**config.mk**
```make
export PLATFORM = sky130hd
export DESIGN_NAME = tt06_pwm_multi_flat
export DESIGN_NICKNAME = d
export VERILOG_FILES = /design/src/rtl/tt06_pwm_multi_if.sv /design/src/rtl/tt06_pwm_multi.sv /design/src/flat_wrapper.sv
export SDC_FILE = /design/constraint.sdc
export NUM_CORES = 1
export LEC_CHECK = 0
export CAP_MARGIN = 20
export CORE_MARGIN = 3
export CORE_UTILIZATION = 60
export CTS_CLUSTER_SIZE = 25
export DETAILED_ROUTE_END_ITERATION = 10
export GPL_TIMING_DRIVEN = 0
export PLACE_DENSITY = 0.82
export SLEW_MARGIN = 5
export SYNTH_ARGS = -nofsm -noshare
export SYNTH_HDL_FRONTEND = slang
export SYNTH_SLANG_ARGS = --single-unit
export TNS_END_PERCENT = 20
```
**constraint.sdc**
```tcl
create_clock -name clk -period 3.6 [get_ports clk]
set_input_delay 0.54 -clock clk [delete_from_list [all_inputs] [get_ports clk]]
set_output_delay 0.54 -clock clk [all_outputs]
set_load 0.01 [all_outputs]
```
**src/rtl/tt06_pwm_multi_if.sv**
```systemverilog
// Register-write bus and PWM output bundle for tt06_pwm_multi.
interface tt06_pwm_multi_if #(
  parameter int NCH   = 4,
  parameter int WIDTH = 8,
  parameter int AW    = $clog2(NCH + 2)
);
  logic             wr_en;
  logic [AW-1:0]    wr_addr;
  logic [WIDTH-1:0] wr_data;
  logic [NCH-1:0]   pwm_out;
  logic [NCH-1:0]   pwm_out_d;
  logic             period_tick;

  modport master (
    output wr_en, wr_addr, wr_data,
    input  pwm_out, pwm_out_d, period_tick
  );

  modport slave (
    input  wr_en, wr_addr, wr_data,
    output pwm_out, pwm_out_d, period_tick
  );
endinterface

```
**src/rtl/tt06_pwm_multi.sv**
```systemverilog
// Multi-channel PWM generator with shadowed duty/period/mode registers,
// edge-aligned or center-aligned counting, and a period boundary tick.
module tt06_pwm_multi #(
  parameter int NCH          = 4,
  parameter int WIDTH        = 8,
  parameter int RESET_PERIOD = 2**WIDTH - 1
) (
  input logic             clk,
  input logic             reset,
  tt06_pwm_multi_if.slave bus
);
  localparam int AW = $clog2(NCH + 2);
  localparam logic [WIDTH-1:0] RST_PER   = WIDTH'(RESET_PERIOD);
  localparam logic [WIDTH-1:0] ONE       = WIDTH'(1);
  localparam logic [AW-1:0]    ADDR_PER  = AW'(NCH);
  localparam logic [AW-1:0]    ADDR_CTRL = AW'(NCH + 1);

  logic [WIDTH-1:0] duty_pend     [NCH];
  logic [WIDTH-1:0] duty_act      [NCH];
  logic [WIDTH-1:0] duty_pend_nxt [NCH];
  logic [WIDTH-1:0] per_pend, per_act, per_pend_nxt;
  logic             mode_pend, mode_act, mode_pend_nxt;
  logic             en, en_nxt, ctrl_wr, run, copy;
  logic [WIDTH-1:0] cnt_p0, cnt_nxt;
  logic             down_p0, down_nxt, boundary;
  logic [NCH-1:0]   pwm_p1, pwm_p2;
  logic             tick_p1;

  assign ctrl_wr = bus.wr_en && (bus.wr_addr == ADDR_CTRL);
  // Count only once enable is established and not being cleared this cycle,
  // so the first counting cycle already sees the freshly copied active set.
  assign run  = en && en_nxt;
  // Shadow copy happens every cycle while idle and at every period boundary.
  assign copy = !en || boundary;

  // Pending values as they stand after this cycle's write (write-through source)
  always_comb begin
    for (int i = 0; i < NCH; i++) begin
      duty_pend_nxt[i] = (bus.wr_en && (bus.wr_addr == AW'(i))) ? bus.wr_data : duty_pend[i];
    end
    per_pend_nxt  = (bus.wr_en && (bus.wr_addr == ADDR_PER)) ? bus.wr_data : per_pend;
    mode_pend_nxt = ctrl_wr ? bus.wr_data[1] : mode_pend;
    en_nxt        = ctrl_wr ? bus.wr_data[0] : en;
  end

  // Next counter value and direction; the boundary is the cycle whose successor is cnt=0
  always_comb begin
    cnt_nxt  = '0;
    down_nxt = 1'b0;
    if (!mode_act) begin
      cnt_nxt = (cnt_p0 >= per_act) ? '0 : cnt_p0 + ONE;
    end else if (per_act == '0) begin
      cnt_nxt = '0;
    end else if (down_p0 || (cnt_p0 >= per_act)) begin
      cnt_nxt  = cnt_p0 - ONE;
      down_nxt = (cnt_nxt != '0);
    end else begin
      cnt_nxt = cnt_p0 + ONE;
    end
    boundary = (cnt_nxt == '0);
  end

  // Register file: pending registers, active shadows and the enable bit
  always_ff @(posedge clk or negedge reset) begin
    if (!reset) begin
      for (int i = 0; i < NCH; i++) begin
        duty_pend[i] <= '0;
        duty_act[i]  <= '0;
      end
      per_pend  <= RST_PER;
      per_act   <= RST_PER;
      mode_pend <= 1'b0;
      mode_act  <= 1'b0;
      en        <= 1'b0;
    end else begin
      for (int i = 0; i < NCH; i++) begin
        duty_pend[i] <= duty_pend_nxt[i];
        if (copy) duty_act[i] <= duty_pend_nxt[i];
      end
      per_pend  <= per_pend_nxt;
      mode_pend <= mode_pend_nxt;
      en        <= en_nxt;
      if (copy) begin
        per_act  <= per_pend_nxt;
        mode_act <= mode_pend_nxt;
      end
    end
  end

  // Stage p0: period counter, parked at zero counting up whenever not running
  always_ff @(posedge clk or negedge reset) begin
    if (!reset) begin
      cnt_p0  <= '0;
      down_p0 <= 1'b0;
    end else if (run) begin
      cnt_p0  <= cnt_nxt;
      down_p0 <= down_nxt;
    end else begin
      cnt_p0  <= '0;
      down_p0 <= 1'b0;
    end
  end

  // Stage p1: duty compare and boundary tick, both reflecting the p0 count
  always_ff @(posedge clk or negedge reset) begin
    if (!reset) begin
      pwm_p1  <= '0;
      tick_p1 <= 1'b0;
    end else begin
      for (int i = 0; i < NCH; i++) begin
        pwm_p1[i] <= run && (cnt_p0 < duty_act[i]);
      end
      tick_p1 <= run && boundary;
    end
  end

  // Stage p2: one-clock delayed copy of the PWM outputs
  always_ff @(posedge clk or negedge reset) begin
    if (!reset) begin
      pwm_p2 <= '0;
    end else begin
      pwm_p2 <= pwm_p1;
    end
  end

  assign bus.pwm_out     = pwm_p1;
  assign bus.pwm_out_d   = pwm_p2;
  assign bus.period_tick = tick_p1;
endmodule

```
**src/flat_wrapper.sv**
```systemverilog
// flat-port wrapper written by rule: the top's interface ports become plain ports
module tt06_pwm_multi_flat 
#(
  parameter int NCH          = 4,
  parameter int WIDTH        = 8,
  parameter int RESET_PERIOD = 2**WIDTH - 1
)
  (clk, reset, bus_wr_en, bus_wr_addr, bus_wr_data, bus_pwm_out, bus_pwm_out_d, bus_period_tick);
  tt06_pwm_multi_if #(.NCH(NCH), .WIDTH(WIDTH)) bus_i ();
  input logic clk;
  input logic reset;
  input wire logic [$bits(bus_i.wr_en)-1:0] bus_wr_en;
  input wire logic [$bits(bus_i.wr_addr)-1:0] bus_wr_addr;
  input wire logic [$bits(bus_i.wr_data)-1:0] bus_wr_data;
  output wire logic [$bits(bus_i.pwm_out)-1:0] bus_pwm_out;
  output wire logic [$bits(bus_i.pwm_out_d)-1:0] bus_pwm_out_d;
  output wire logic [$bits(bus_i.period_tick)-1:0] bus_period_tick;
  assign bus_i.wr_en = bus_wr_en;
  assign bus_i.wr_addr = bus_wr_addr;
  assign bus_i.wr_data = bus_wr_data;
  assign bus_pwm_out = bus_i.pwm_out;
  assign bus_pwm_out_d = bus_i.pwm_out_d;
  assign bus_period_tick = bus_i.period_tick;
  tt06_pwm_multi #(.NCH(NCH), .WIDTH(WIDTH), .RESET_PERIOD(RESET_PERIOD)) u_core (.clk(clk), .reset(reset), .bus(bus_i));
endmodule
```
## Word-level counts from Yosys, hierarchy flattened

Cells that the tools add are included.

| storage, ports and cells | value |
|---|---|
| bits in registers | 101 |
| word-level logic and storage cells | 65 |

| operators by class | value |
|---|---|
| equal/unequal tests | 5 |
| order comparisons | 5 |
| reduce and logical (&&, ||, !) cells | 19 |
| add/sub/neg operators | 2 |
| mux-type cells | 16 |

Operators by type and width:

| operator | count |
|---|---|
| 8-bit 2-to-1 mux | 10 |
| 8-bit < comparator | 4 |
| 8-bit zero test | 2 |
| 1-bit logical AND | 12 |
| 8-bit by 1-bit adder with 8-bit output (second input constant) | 1 |
| 8-bit greater-or-equal comparator | 1 |
| 8-bit nonzero test | 1 |
| 8-bit by 1-bit subtractor with 8-bit output (second input constant) | 1 |
| 3-bit by 2-bit == test with 1-bit output (second input constant) | 2 |
| 3-bit == test (second input constant) | 2 |
| 1-bit 2-to-1 mux | 6 |
| 3-bit by 1-bit == test with 1-bit output (second input constant) | 1 |
| 3-bit zero test | 1 |
| 1-bit logical OR | 2 |
| 1-bit zero test | 1 |

## Longest topological paths before layout

Gate-level depths: netlist (run 1).

| depth | value |
|---|---|
| word-level depth | 7 |
| mapped depth | 13 |
| mapped depth without buffers | 10 |

## Worst setup path after synthesis (run 1)

No wires, ideal clock.

| timing | value |
|---|---|
| kind | reg2reg |
| from | register u_core.cnt_p0[0] |
| to | register u_core.duty_act[0] in the netlist's numbering |
| arrival time | 3.031 ns |
| slack | 0.444 ns |
| period minus slack after synthesis | 3.156 ns |
| path buffers | 3 |
| cell stages (with the launch flop) | 14 |
| setup time | 0.125 ns |
| path through | dfrtp_1 buf_6 inv_1 ha_1 nand2b_1 a2111o_1 a31oi_1 or2_2 clkbuf_1 a2bb2oi_1 o22ai_2 o21ai_4 buf_6 mux2_4 |

| on the way | value |
|---|---|
| longest elaborated chain between the ends | 7 |
| elaborated cells between the ends (all ways) | 10 |
| those cells by class | add/sub: 2; order compare: 1; mux: 4; reduce/logical: 3 |

Ends and longest elaborated chain:

| what | line | source |
|---|---|---|
| start: declaration | tt06_pwm_multi.sv:24 | `logic [WIDTH-1:0] cnt_p0, cnt_nxt;` |
| start signal: assignment | tt06_pwm_multi.sv:96 | `cnt_p0 <= cnt_nxt;` |
| 8-bit greater-or-equal comparator | tt06_pwm_multi.sv:51, tt06_pwm_multi.sv:54 |  |
| 1-bit logical OR | tt06_pwm_multi.sv:54 | `end else if (down_p0 \|\| (cnt_p0 >= per_act)) begin` |
| 8-bit 2-to-1 mux | tt06_pwm_multi.sv:54 |  |
| 8-bit 2-to-1 mux | tt06_pwm_multi.sv:52 | `end else if (per_act == '0) begin` |
| 8-bit 2-to-1 mux (*) | tt06_pwm_multi.sv:50 | `if (!mode_act) begin` |
| 8-bit zero test (*) | tt06_pwm_multi.sv:60 | `boundary = (cnt_nxt == '0);` |
| 1-bit logical OR (*) | tt06_pwm_multi.sv:34 | `assign copy = !en \|\| boundary;` |
| end signal: indexed assignment | tt06_pwm_multi.sv:78 | `if (copy) duty_act[i] <= duty_pend_nxt[i];` |
| end: declaration | tt06_pwm_multi.sv:19 | `logic [WIDTH-1:0] duty_act [NCH];` |

Mark *: on every way between the ends. The rest lies on a longest branch, timed or not.
A chain may end at the register's enable or synchronous reset.

## Final worst setup path (run 1)

| timing | value |
|---|---|
| from | register u_core.cnt_p0[0] |
| to | register u_core.mode_act |

| on the way | value |
|---|---|
| longest elaborated chain between the ends | 7 |
| elaborated cells between the ends (all ways) | 10 |
| those cells by class | add/sub: 2; order compare: 1; mux: 4; reduce/logical: 3 |

Ends and longest elaborated chain:

| what | line | source |
|---|---|---|
| 8-bit greater-or-equal comparator | tt06_pwm_multi.sv:51, tt06_pwm_multi.sv:54 |  |
| 1-bit logical OR | tt06_pwm_multi.sv:54 |  |
| 8-bit 2-to-1 mux | tt06_pwm_multi.sv:54 |  |
| 8-bit 2-to-1 mux | tt06_pwm_multi.sv:52 |  |
| 8-bit 2-to-1 mux (*) | tt06_pwm_multi.sv:50 |  |
| 8-bit zero test (*) | tt06_pwm_multi.sv:60 |  |
| 1-bit logical OR (*) | tt06_pwm_multi.sv:34 |  |
| end signal: assignment | tt06_pwm_multi.sv:85 | `mode_act <= mode_pend_nxt;` |
| end: declaration | tt06_pwm_multi.sv:22 | `logic mode_pend, mode_act, mode_pend_nxt;` |

Marked as above.

==> results.txt, run 1 <==
Outcome: completed
Ys flop type: dfrtp_1
Die width: 99.84 um
Psw: 1678 uW
Reg power frac: 37.6%
Synth Cell Area: 0.005284 mm^2
Number of synthesized flops with an enable pin: 0
Tcrit/Tclk final: 95.91%
Crit path required time: 3840 ps
Initial core utilization: 63.04%
Placed wire-length estimate: 7275 um
CP max FO: 10
Slew margin rel.: 30.92%
Final worst setup slack: 147.3 ps
Rows: 33
Initial antenna violation count: 0
Final instance area: 0.005862 mm^2
Post-Place Setup Slack: 5.295 ps
Clock-pin slew on the worst setup and hold paths: 100 ps
Delay-heaviest family, CP: compound AO/OA/AOI/OAI gates
Syn-to-layout area delta: 10.94%
Clock network fraction of total power: 15.1%
Placed cell area: 0.005648 mm^2
Crit path launch type: flip-flop
Critical path class: reg -> reg
Synth Area per Inst: 12.79 um^2
Leakage: 0.002914 uW
Max Slew Vio Count: 0
Clock root buffer: clkbuf_8
RSZ-0062 raised after global routing: false
I/O pin count: 23
Nets@finish: 500
Seq cells post-synth: 101
Post-Route WL: 10370 um
Share of cells above drive strength 1: 29.87%
WP buf/inv: 3
First-pass GRT wire length: 17800 um
Cell Int Power: 3183 uW
Initial DRT Pass Iterations: 4
DRC: 0
Vias: 3305
Crit path cell chain: buf_6 -> inv_1 -> ha_1 -> nand2b_1 -> a2111o_1 -> a31oi_2 -> nor2_1 -> a221oi_1 -> o22ai_2 -> o21ai_4 -> buf_6 -> mux2_4
Layout filler cell count: 610
Largest net degree at the start of global routing: 58
Fin crit period: 3453 ps
Post-Syn Instances: 413
Cells taking the most area after synthesis: dfrtp_1 40%, mux2_4 11%, ha_1 9.2%, mux2_2 9.2%, dfstp_2 8.0%
Worst min path class: in -> async
Critical Path AT: 3700 ps
Synth top area share: 40.26%
Ant diodes: 0
DRT iter0 DRCs: 154
Fmax: 0.2896 GHz
Pwr/cell area: 829.2 mW/mm^2
Die area: 0.009968 mm^2
Final Setup Violations: 0
IO buf count: 21
WHS: 242.6 ps
Die height: 99.84 um
Seq/Total Area, Yosys: 48.21%
Max cap viols: 0
Post-Synthesis Net Count: 466
Worst reg2reg path startpoint: u_core.cnt_p0[0]
CTS max path bufs: 2
Post-synth ARST share: 100.0%
Path depth of the worst reg2reg path: 12
Fin. Hold Viols: 0
RR Endpoint: u_core.mode_act
Max H-tree Level: 3
Worst path slowest cell: a2111o_1
Final Wtd Congestion: 0.8769
CTS Sinks: 101
Synth warn: 0
Synth cell types: 45
Wire length per cell: 18.61 um
Yosys top cell by area: dfrtp_1
CTS buffer count: 9
Peak VDD IR: 0.4045 mV
Worst-Skew Late Latency: 360 ps
Critical path endpoint category: flip-flop
CP most frequent cell: buf_6
Gr usage total: 22.98%
Gate power share: 47.3%
Most common cell in the synthesized netlist: dfrtp_1
Hold buffers post-CTS: 0
Global route overflow: 0
Actual slew at the worst max-slew pin: 1025 ps
Max incr delay on CP: 450 ps
TritonCTS clock tree: built
R2r setup slk: 150 ps
Vias in the first global route: 3525
Core area: 0.008382 mm^2
ANT nets after route: 0
Vias per cell: 5.934
Synth cell count leaders: 85 x dfrtp_1, 43 x mux2_2, 40 x inv_1, 40 x mux2_4, 39 x ha_1
Sw frac: 34.52%
Clock Skews: 10.97 ps
==> logic make-up (layout without fill, tap and decap cells) <==
group	count (synthesis)	count (layout)	share of synthesized area (%)
buffers and inverters	55	94	4.641
muxes	83	83	20.53
xor gates and xnor gates	6	6	0.9945
adders and majority gates	39	39	9.235
and+or+nand+nor	59	59	6.346
AOI/OAI and AO/OA	70	70	10.04
DFF	101	101	48.21
==> how the worst max path moves through the flow <==
stage,startpoint,endpoint,cells after the start
CTS,u_core.cnt_p0[0],u_core.mode_act,12
finish,u_core.cnt_p0[0],u_core.mode_act,12
global route,u_core.cnt_p0[0],u_core.duty_act[1],12
global placement,reset,u_core.duty_act[22],1
detailed placement,u_core.cnt_p0[0],u_core.duty_act[14],13
floorplan,u_core.cnt_p0[0],u_core.duty_act[0],13
==> sequential cells by signal, summed over array words and instances, names as in the netlist <==
signal / flops
u_core.duty_pend: 32
u_core.bus.pwm_out_d: 4
u_core.per_pend: 8
u_core.mode_pend: 1
u_core.bus.pwm_out: 4
u_core.en: 1
u_core.down_p0: 1
u_core.mode_act: 1
u_core.duty_act: 32
u_core.cnt_p0: 8
u_core.bus.period_tick: 1
u_core.per_act: 8
==> cells in the final DEF (no fill, tap or decap), types with 16 or more instances in the layout <==
cell,n
mux2_4,40
dfstp_2,16
nor2_1,16
dfrtp_1,85
clkdlybuf4s50_1,20
a21o_1,25
mux2_2,43
ha_1,39
inv_1,40
==> per-stage QoR <==
stage	TNS, ps	instances	utilization, %	total power [uW]
final	0	557	69.94	4861
after CTS	0	557	69.85	4889
after global placement	-144470	539	67.11	4016
after global routing	0	557	69.94	5224
after floorplan	0	413	-	3570
after detailed placement	0	541	67.38	4124
==> power groups by stage <==
stage / Combinational (uW) / Sequential, uW / Clock [uW]
3_5_place_dp: 2280 / 1850 / 0
3_3_place_gp: 2180 / 1830 / 0
6_report: 2300 / 1830 / 734
5_1_grt: 2540 / 1880 / 804
2_1_floorplan: 1790 / 1780 / 0
4_1_cts: 2300 / 1830 / 758
==> metal layers <==
metal | wire, um | global-route usage (%) | vias up
li1 | - | - | 1546
met4 | 93 | 6.933 | 0
met5 | 0 | 0 | -
met2 | 4993 | 36.94 | 82
met3 | 500 | 4.587 | 6
met1 | 4778 | 31.76 | 1671
==> repair_timing <==
| item | CTS | global route |
|---|---|---|
| gates resized for setup | 1 | 1 |
| buffers inserted | 0 | 0 |
| endpoints found under the setup margin | 3 | 40 |
==> area by class of cell <==
cell class	instances	area [um^2]	area share [%]
sequential	101	2547	43.46
tap	105	131.4	2.241
clock buffer	12	145.1	2.476
inverter	40	150.1	2.561
timing repair buffer	24	240.2	4.098
clock inverter	4	55.05	0.9392
multi-input combinational	257	2501	42.67
buffer	14	91.34	1.558
No activity file was read; power rests on OpenSTA's default activity.
==> run 2, diff against run 1 <==
- REMOVE_ABC_BUFFERS: unset -> 1
- clock period: 3.6 -> 4.2 ns (I/O delays scaled with it)
==> results.txt, run 2 (synthesis results as in run 1) <==
Outcome: completed
Vias in the first global route: 3552
Post-Route WL: 10500 um
Critical Path AT: 3990 ps
Final Wtd Congestion: 0.8785
Peak VDD IR: 0.3729 mV
DRC: 0
Core area: 0.008382 mm^2
CTS buffer count: 9
Die width: 99.84 um
Max Slew Vio Count: 0
Largest regs: u_core.duty_act (32), u_core.duty_pend (32)
Tcrit/Tclk final: 89.07%
ANT nets after route: 0
I/O pin count: 23
First-pass GRT wire length: 18050 um
Fin crit period: 3741 ps
Initial DRT Pass Iterations: 4
CP most frequent cell: buf_12
Largest net degree at the start of global routing: 70
Max cap viols: 0
Clock Skews: 10.46 ps
Share of cells above drive strength 1: 31.25%
CP max FO: 19
Clock root buffer: clkbuf_8
Fin. Hold Viols: 0
Die area: 0.009968 mm^2
Leakage: 0.002955 uW
Max H-tree Level: 3
Pwr/cell area: 722.9 mW/mm^2
Wire length on met2: 5250 um
Postcts setup bufs: 0
Final instance area: 0.005929 mm^2
Wire length per cell: 18.99 um
Worst path slowest cell: dfrtp_1
Vias per cell: 6.065
Slew margin rel.: 47.61%
Layout filler cell count: 568
IO buf count: 22
DRT iter0 DRCs: 197
Leading cell types in the layout, fill and taps excluded: 85 x dfrtp_1, 43 x mux2_2, 40 x inv_1, 40 x mux2_4, 39 x ha_1
Actual slew at the worst max-slew pin: 784.6 ps
TritonCTS clock tree: built
Ant diodes: 0
Post-Route M1 WL: 4618 um
Post-CTS Resized: 0
CTS Sinks: 101
Syn-to-layout area delta: 12.22%
Fmax: 0.2673 GHz
Met3 routed WL: 480 um
Die height: 99.84 um
Global route overflow: 0
Commonest non-fill, non-tap cell in the layout: dfrtp_1
Nets@finish: 496
Levels on crit path: 12
WHS: 205.5 ps
Gr usage total: 23.13%
Placed cell area: 0.005662 mm^2
Rows: 33
Clock-pin slew on the worst setup and hold paths: 100 ps
Initial core utilization: 63.04%
Crit path launch type: flip-flop
Worst min path class: in -> async
Worst-Skew Late Latency: 360 ps
Critical path class: reg -> reg
Vias: 3354
Critical path endpoint category: flip-flop
CTS max path bufs: 2
Crit path required time: 4450 ps
Hold buffers post-CTS: 0
Path depth of the worst reg2reg path: 12
Uppermost routed layer: met4
RSZ-0062 raised after global routing: false
WP buf/inv: 3
Max incr delay on CP: 580 ps
Delay-heaviest family, CP: compound AO/OA/AOI/OAI gates
Placed wire-length estimate: 7528 um
Crit path cell chain: inv_1 -> ha_1 -> nand2b_1 -> a2111o_1 -> a311o_1 -> a21oi_1 -> a221oi_1 -> o22ai_2 -> o21ai_4 -> buf_12 -> buf_12 -> mux2_4
Initial antenna violation count: 0
Final Setup Violations: 0
run 2: changes by cell type in the layout (fill, tap and decap cells not counted), sizes merged:
cell and change:
buf +3, clkdlybuf4s50 +1, clkbuf -10, clkinv +2
run 2: layout make-up:
class,count,area [um^2],share of cell area [%]
Tap cell,105,131.4,2.216
Multi-Input combinational cell,257,2512,42.37
Inverter,40,150.1,2.532
Clock inverter,6,80.08,1.350
Sequential cell,101,2547,42.96
Clock buffer,10,137.6,2.321
Timing Repair Buffer,34,370.4,6.246
run 2: per-layer routing:
| metal | GRT usage, % | up-vias |
|---|---|---|
| met5 | 0 | - |
| met4 | 5.672 | 0 |
| met3 | 4.378 | 16 |
| met2 | 38.43 | 92 |
| met1 | 31.60 | 1707 |
| li1 | - | 1539 |
run 2: worst paths after layout:
check                                           start                 endpoint  slack [ps]
worst max-delay path                 u_core.cnt_p0[0]      u_core.duty_act[22]         460
worst min-delay path                            reset         u_core.cnt_p0[3]         210
worst max register to register       u_core.cnt_p0[0]      u_core.duty_act[22]         460
worst min register to register  u_core.bus.pwm_out[3]  u_core.bus.pwm_out_d[3]         380
max in group asynchronous                       reset       u_core.per_pend[5]        3270
min in group clk                u_core.bus.pwm_out[3]  u_core.bus.pwm_out_d[3]         380
run 2: power by group:
group          total, uW  switching [uW]  internal [uW]  leakage [uW]
combinational       2020             881           1140       0.00164
sequential          1610             256           1350       0.00121
clock                660             357            302      0.000106
total               4290            1490           2790       0.00295
run 2: per-stage QoR:
step / power, uW / worst slack, ps / instances / TNS, ps / utilization [%]
after floorplan: 3009 / 291.9 / 398 / 0 / -
after global placement: 3401 / -1093 / 525 / -108850 / 66.10
after detailed placement: 3556 / 233.8 / 532 / 0 / 67.55
after CTS: 4239 / 169.6 / 548 / 0 / 70.14
after global routing: 4582 / 224.9 / 553 / 0 / 70.74
final: 4286 / 458.9 / 553 / 0 / 70.74
